[src/rtl/aes_enc_round_sequencer_if.sv]
// Plaintext/key input and ciphertext output handshake bundle of the AES-128 round sequencer.
// Both sides use valid/ready: a transfer happens on a rising edge where valid and ready are both high.
interface aes_enc_round_sequencer_if;
    logic         in_valid;
    logic         in_ready;
    logic [127:0] in_data;
    logic [127:0] in_key;
    logic         out_valid;
    logic         out_ready;
    logic [127:0] out_data;

    modport master (
        output in_valid, in_data, in_key, out_ready,
        input  in_ready, out_valid, out_data
    );

    modport slave (
        input  in_valid, in_data, in_key, out_ready,
        output in_ready, out_valid, out_data
    );
endinterface

[src/rtl/aes_enc_round_sequencer.sv]
// Iterative AES-128 encryption controller: owns the cipher state and key registers and steps one
// block through rounds 0..10 using external SubBytes+ShiftRows, registered MixColumns and key expander.
module aes_enc_round_sequencer (
    input  logic                          clk,
    input  logic                          rst_n,
    aes_enc_round_sequencer_if.slave      bus,
    output logic [127:0]                  sr_in,
    input  logic [127:0]                  sr_out,
    output logic [127:0]                  mc_in,
    input  logic [127:0]                  mc_out,
    output logic [127:0]                  key_q,
    output logic [3:0]                    rnd,
    input  logic [127:0]                  rkey,
    output logic                          busy,
    output logic [15:0]                   blk_cnt,
    output logic [2:0]                    fsm_state
);

    typedef enum logic [2:0] {
        IDLE  = 3'd0,
        SUB   = 3'd1,
        MIX   = 3'd2,
        FINAL = 3'd3,
        DONE  = 3'd4
    } state_t;

    state_t        state, state_d;
    logic [127:0]  st, st_d;
    logic [127:0]  key_d;
    logic [3:0]    rnd_d;
    logic [15:0]   cnt_d;

    always_ff @(posedge clk or negedge rst_n) begin
        if (!rst_n) begin
            state   <= IDLE;
            st      <= '0;
            key_q   <= '0;
            rnd     <= '0;
            blk_cnt <= '0;
        end else begin
            state   <= state_d;
            st      <= st_d;
            key_q   <= key_d;
            rnd     <= rnd_d;
            blk_cnt <= cnt_d;
        end
    end

    always_comb begin
        state_d = state;
        st_d    = st;
        key_d   = key_q;
        rnd_d   = rnd;
        cnt_d   = blk_cnt;
        case (state)
            IDLE: begin
                // Round 0 AddRoundKey uses the raw key, so the expander is not consulted here.
                if (bus.in_valid) begin
                    st_d    = bus.in_data ^ bus.in_key;
                    key_d   = bus.in_key;
                    rnd_d   = 4'd1;
                    state_d = SUB;
                end
            end
            SUB: begin
                state_d = MIX;
            end
            MIX: begin
                st_d = mc_out ^ rkey;
                if (rnd == 4'd9) begin
                    rnd_d   = 4'd10;
                    state_d = FINAL;
                end else begin
                    rnd_d   = rnd + 4'd1;
                    state_d = SUB;
                end
            end
            FINAL: begin
                st_d    = sr_out ^ rkey;
                state_d = DONE;
            end
            DONE: begin
                if (bus.out_ready) begin
                    cnt_d   = blk_cnt + 16'd1;
                    rnd_d   = 4'd0;
                    state_d = IDLE;
                end
            end
            default: begin
                rnd_d   = 4'd0;
                state_d = IDLE;
            end
        endcase
    end

    // Handshake flags decode from the state register alone, never from inputs.
    assign bus.in_ready  = (state == IDLE);
    assign bus.out_valid = (state == DONE);
    assign bus.out_data  = st;
    assign busy          = (state != IDLE);
    assign sr_in         = st;
    assign mc_in         = sr_out;
    assign fsm_state     = state;

endmodule

[src/flat_wrapper.sv]
// flat-port wrapper written by rule: the top's interface ports become plain ports
module aes_enc_round_sequencer_flat 
  (clk, rst_n, sr_in, sr_out, mc_in, mc_out, key_q, rnd, rkey, busy, blk_cnt, fsm_state, bus_in_valid, bus_in_data, bus_in_key, bus_out_ready, bus_in_ready, bus_out_valid, bus_out_data);
  aes_enc_round_sequencer_if bus_i ();
  input  logic clk;
  input  logic rst_n;
  output logic [127:0] sr_in;
  input  logic [127:0] sr_out;
  output logic [127:0] mc_in;
  input  logic [127:0] mc_out;
  output logic [127:0] key_q;
  output logic [3:0] rnd;
  input  logic [127:0] rkey;
  output logic busy;
  output logic [15:0] blk_cnt;
  output logic [2:0] fsm_state;
  input wire logic [$bits(bus_i.in_valid)-1:0] bus_in_valid;
  input wire logic [$bits(bus_i.in_data)-1:0] bus_in_data;
  input wire logic [$bits(bus_i.in_key)-1:0] bus_in_key;
  input wire logic [$bits(bus_i.out_ready)-1:0] bus_out_ready;
  output wire logic [$bits(bus_i.in_ready)-1:0] bus_in_ready;
  output wire logic [$bits(bus_i.out_valid)-1:0] bus_out_valid;
  output wire logic [$bits(bus_i.out_data)-1:0] bus_out_data;
  assign bus_i.in_valid = bus_in_valid;
  assign bus_i.in_data = bus_in_data;
  assign bus_i.in_key = bus_in_key;
  assign bus_i.out_ready = bus_out_ready;
  assign bus_in_ready = bus_i.in_ready;
  assign bus_out_valid = bus_i.out_valid;
  assign bus_out_data = bus_i.out_data;
  aes_enc_round_sequencer u_core (.clk(clk), .rst_n(rst_n), .bus(bus_i), .sr_in(sr_in), .sr_out(sr_out), .mc_in(mc_in), .mc_out(mc_out), .key_q(key_q), .rnd(rnd), .rkey(rkey), .busy(busy), .blk_cnt(blk_cnt), .fsm_state(fsm_state));
endmodule
[config.mk]
export PLATFORM = sky130hd
export DESIGN_NAME = aes_enc_round_sequencer_flat
export DESIGN_NICKNAME = d
export VERILOG_FILES = /design/src/rtl/aes_enc_round_sequencer_if.sv /design/src/rtl/aes_enc_round_sequencer.sv /design/src/flat_wrapper.sv
export SDC_FILE = /design/constraint.sdc
export NUM_CORES = 1
export LEC_CHECK = 0
export CAP_MARGIN = 10
export CORE_AREA = 2 2 454 456
export CTS_CLUSTER_DIAMETER = 40
export DETAILED_ROUTE_END_ITERATION = 10
export DIE_AREA = 0 0 456 458
export PLACE_DENSITY = 0.41
export SETUP_SLACK_MARGIN = 0.3
export SLEW_MARGIN = 20
export SYNTH_ARGS = -nofsm -noshare
export SYNTH_HDL_FRONTEND = slang
export SYNTH_SLANG_ARGS = --single-unit
[constraint.sdc]
create_clock -name clk -period 3.2 [get_ports clk]
set_input_delay 0.48 -clock clk [delete_from_list [all_inputs] [get_ports clk]]
set_output_delay 0.48 -clock clk [all_outputs]
set_load 0.02 [all_outputs]
; After elaboration in Yosys (flattened, before gate mapping)
; Index checks and enable logic that the tools add are counted.
; W data, S select, Z words.
[classes]
add_sub_neg = 2
eq_ne = 7
muxes = 10
bitwise_logic = 4
reduce_logical = 9
[op_table]
columns = operator, count
row1 = $pmux W128 S3, 1
row2 = $xor A128 B128 Y128, 3
row3 = $mux W128, 1
row4 = $add A16 B1 Y16 const B, 1
row5 = $pmux W4 S4, 1
row6 = $pmux W3 S5, 1
row7 = $mux W4, 3
row8 = $reduce_and A2 Y1, 4
row9 = $eq A3 B2 Y1 const B, 2
row10 = $mux W3, 2
row11 = $reduce_bool A3 Y1, 2
row12 = $add A4 B1 Y4 const B, 1
row13 = $eq A4 B4 Y1 const B, 1
row14 = $ne A2 B2 Y1 const B, 2
row15 = $eq A3 B1 Y1 const B, 1
row16 = $eq A3 B3 Y1 const B, 1
row17 = $logic_not A3 Y1, 1
row18 = $reduce_and A3 Y1, 1
row19 = $mux W2, 1
row20 = $reduce_or A2 Y1, 1
row21 = $not A1 Y1, 1
[word_totals]
ff_bits = 279
inputBits = 644
out_inout_bits = 538
wordCells = 37

; Depth between registers and ports, before layout
[logic_depth]
ltp_word = 4
depth_mapped = 7
depth_no_buf = 6

; Worst setup path after synthesis
; No wires, ideal clock.
[synth_timing]
kind = register to output
start = reg u_core.state[0] (netlist: u_core.fsm_state[0])
end = out bus_out_valid
t_arrival_ns = 1.549
t_required_ns = 2.720
slack_ns = 1.171
stages_incl_launch_ff = 5
cell_sequence = dfrtp_1 > buf_6 > buf_6 > buf_2 > nor3b_1
[synth_via]
elab_chain_len = 1
[synth_lines]
columns = element, line
row1 = "start, declared", aes_enc_round_sequencer.sv:27  ; state_t state, state_d;
row2 = "start signal, assigned", aes_enc_round_sequencer.sv:41  ; state <= state_d;
row3 = $eq A3 B3 Y1, aes_enc_round_sequencer.sv:98  ; assign bus.out_valid = (state == DONE);
row4 = "end, declared", flat_wrapper.sv:22  ; output wire logic [$bits(bus_i.out_valid)-1:0] bus_out_valid;
; No other way between the ends.

; Worst setup path after layout
[layout_timing]
start = reg u_core.state[1] (netlist: u_core.fsm_state[1])
end = out busy
[layout_via]
elab_chain_len = 1
[layout_lines]
columns = element, line
row1 = $reduce_bool A3 Y1, aes_enc_round_sequencer.sv:100  ; assign busy = (state != IDLE);
row2 = "end, declared", flat_wrapper.sv:14  ; output logic busy;
; No other way between the ends.

==> out/metrics.cfg <==
[pwr]
power.switching_mw = 15.4
peakVddDrop_mv = 0.673
p_clk_frac = 0.275
p_comb_frac = 0.530
seqPwrFrac = 0.195
leakage_nw = 12.6
p_int_mw = 20.6
power.density_nw_per_um2 = 1010
finalPower_mw = 36.0
p_sw_frac = 0.429

[clock_tree]
clock-root-buffer = clkbuf_16
clk_latency_ns = 0.71
numCtsBuffers = 95
cts.htree.levels = 3
clkSlewWorstSetupHoldPaths_ns = 0.04
max-clock-path-buffers = 3
cts.sinks = 279
cts_tree = built

[critical_path]
crit_path_end_kind = primary output
ff2ff_setup_slack_ns = 0.92
worst-path-buf-inv = 2
required_ns = 2.72
start_kind = flop
crit_fanout = 11
crit_slowest_cell = clkdlybuf4s50_1
cp.arrival_ns = 2.28
r2r_start = u_core.fsm_state[1]
cp_slowest_stage_delay_ns = 0.57
crit_chain = nor3_2 > inv_1 > clkdlybuf4s50_1
cp_top_family = buffers and inverters
crit_path_start = u_core.fsm_state[1]
worstSetupPathType = reg2out

[yosys]
yosysTopAreaCell = dfrtp_1
synth_warnings = 0
postSynth.asyncResetShare = 1.00
syn-num-nets = 2562
netlist_area_sq_um = 19000
synth_cells = 1915
avgSynthCellArea_sq_um = 9.93
yosysUniqueCellTypes = 44
synth_edf_count = 0
synth_commonest_cells = 279 x dfrtp_1, 265 x buf_4, 139 x xnor2_1
ys_ff_latch = 279
synth_top_area_frac = 0.367
yosysMostFrequentCell = dfrtp_1
synth_area_leaders = dfrtp_1 37%, buf_4 10%, mux2_1 7.1%
synthFlopType = dfrtp_1
seq_area_frac_synth = 0.367

[global_route]
grt_max_degree = 116
grt_pass1_wl_um = 198000
antenna_found_initial = 93
grt_pass1_vias = 20200
grt_overflow = 0
grtUsageTotal = 0.141

[cells_and_area]
nets = 3498
drive_gt1_frac = 0.0816
fin_cells = 5633
area_delta_synth_final_pct = 86.6

[placed_design]
placed_cells = 5436
port_buffers = 1181
gp_congestion = 0.917
place_hpwl_um = 126000

[sta]
rsz0062_at_grt = no
tns_ns = 0
slew_headroom = 0.336
fin_crit_sh = 0.861
drv_slew = 0
finalHoldViolCount = 0
period_minus_slack_ns = 2.76
fmax_mhz = 363
setup_viol_count_final = 0
fin_skew_ns = 0.0608
tightestPinTransition_ns = 0.996

[route]
wl_per_cell_um = 27.3
dr.pass1.iters = 7
antenna_left = 0
vias = 20600
wl_um = 154000
dr.first_iter.drc_count = 1406
drc = 0
viasPerCell = 3.65

[floorplanning]
fp.coreArea_sq_um = 204000
start_util = 0.0934
pin_count = 1182
rows = 166
die_h_um = 458
dieArea_sq_um = 209000
die_x_um = 456

[hold_path]
hold_class = in2async

[run_status]
status = complete, no violations

[job]
max_cap_violations = 0

==> power groups by stage <==
| stage | combinational [mW] | sequential (mW) | clock [mW] |
|---|---|---|---|
| 2_1_floorplan | 8.78 | 8.35 | 0 |
| 3_3_place_gp | 19.1 | 7.07 | 0 |
| 3_5_place_dp | 19.2 | 7.08 | 0 |
| 4_1_cts | 19.5 | 7.06 | 10.2 |
| 5_1_grt | 20.2 | 7.23 | 10.3 |
| 6_report | 19.1 | 7.03 | 9.90 |
==> metal layers <==
| layer | vias to the layer above | GRT usage | wire length, um |
|---|---|---|---|
| met3 | 255 | 0.0574 | 14200 |
| met2 | 1087 | 0.245 | 76100 |
| met5 | - | 0 | 328 |
| met4 | 46 | 0.0430 | 4620 |
| li1 | 8996 | - | - |
| met1 | 10200 | 0.157 | 58600 |
==> cells by family (layout without fill, tap and decap cells) <==
family | Yosys count | in the layout | share of synthesized area
compound gates | 648 | 648 | 0.239
xor+xnor | 145 | 145 | 0.0668
fa+ha+maj | 3 | 3 | 0.00197
buf+inv | 406 | 1420 | 0.148
flops | 279 | 279 | 0.367
mux | 130 | 130 | 0.0768
other cells | 0 | 16 | 0
simple gates | 304 | 304 | 0.100
==> final cells by class <==
cell class	count	area, sq um
clock inverters	41	628
clock buffers	134	2750
flip-flops and latches	279	6990
repair buffers	1238	12500
inverters	7	31.3
diodes	16	40.0
multi-input cells	1230	9230
fillers	22600	168000
well taps	2688	3360
==> placed cells by master, fill, tap and decap left out, types with 3 or more instances in the layout <==
cell | netlist | layout
nand3b_1 | 127 | 127
mux2_1 | 120 | 120
a22o_1 | 129 | 129
clkbuf_8 | 0 | 20
o311ai_0 | 18 | 18
bufinv_16 | 0 | 13
nand4_1 | 4 | 4
clkinv_2 | 0 | 23
dfrtp_1 | 279 | 277
clkinv_16 | 0 | 3
nor2_1 | 11 | 11
dlygate4sd2_1 | 0 | 3
nand2_1 | 11 | 11
a21oi_1 | 129 | 129
clkbuf_16 | 0 | 96
clkdlybuf4s50_1 | 0 | 1174
o21ai_1 | 104 | 104
mux2_2 | 8 | 8
buf_12 | 0 | 14
xnor2_1 | 139 | 139
clkbuf_1 | 40 | 18
o31ai_1 | 127 | 127
buf_4 | 265 | 41
o21ai_0 | 27 | 27
o311ai_1 | 109 | 109
diode_2 | 0 | 16
nand3_1 | 132 | 132
ha_1 | 3 | 3
xor2_1 | 6 | 6
inv_1 | 6 | 6
==> sequential cells by signal, indices dropped and copies added (netlist names) <==
signal               flops
u_core.blk_cnt          16
u_core.bus.out_data    128
u_core.fsm_state         3
u_core.key_q           128
u_core.rnd               4
==> final timing paths <==
| check | depth (start not counted) | to |
|---|---|---|
| max in group asynchronous | 3 | u_core.key_q[36] |
| hold reg to reg | 1 | u_core.key_q[16] |
| min in group clk | 2 | u_core.key_q[90] |
| setup / recovery | 3 | busy |
| setup reg to reg | 4 | u_core.key_q[20] |
| hold / removal | 2 | u_core.bus.out_data[80] |
==> timing repair <==
action	4_1_cts	5_1_grt
buffers inserted	4	0
setup endpoints to repair	5	0
resized for setup	5	0
hold endpoints to repair	48	0
hold buffers	1	0
==> per-stage QoR <==
step	hold slack, ns	setup slack [ns]	area (sq um)	util
final	0.351	0.445	35500	0.174
after global routing	0.348	0.342	35500	0.174
after CTS	0.301	0.345	35500	0.174
after detailed placement	0.474	0.694	32000	0.157
after global placement	0.466	0.694	32000	0.157
after floorplan	0.184	1.17	19000	-
Note: power is estimated with default switching activity, not from simulation.
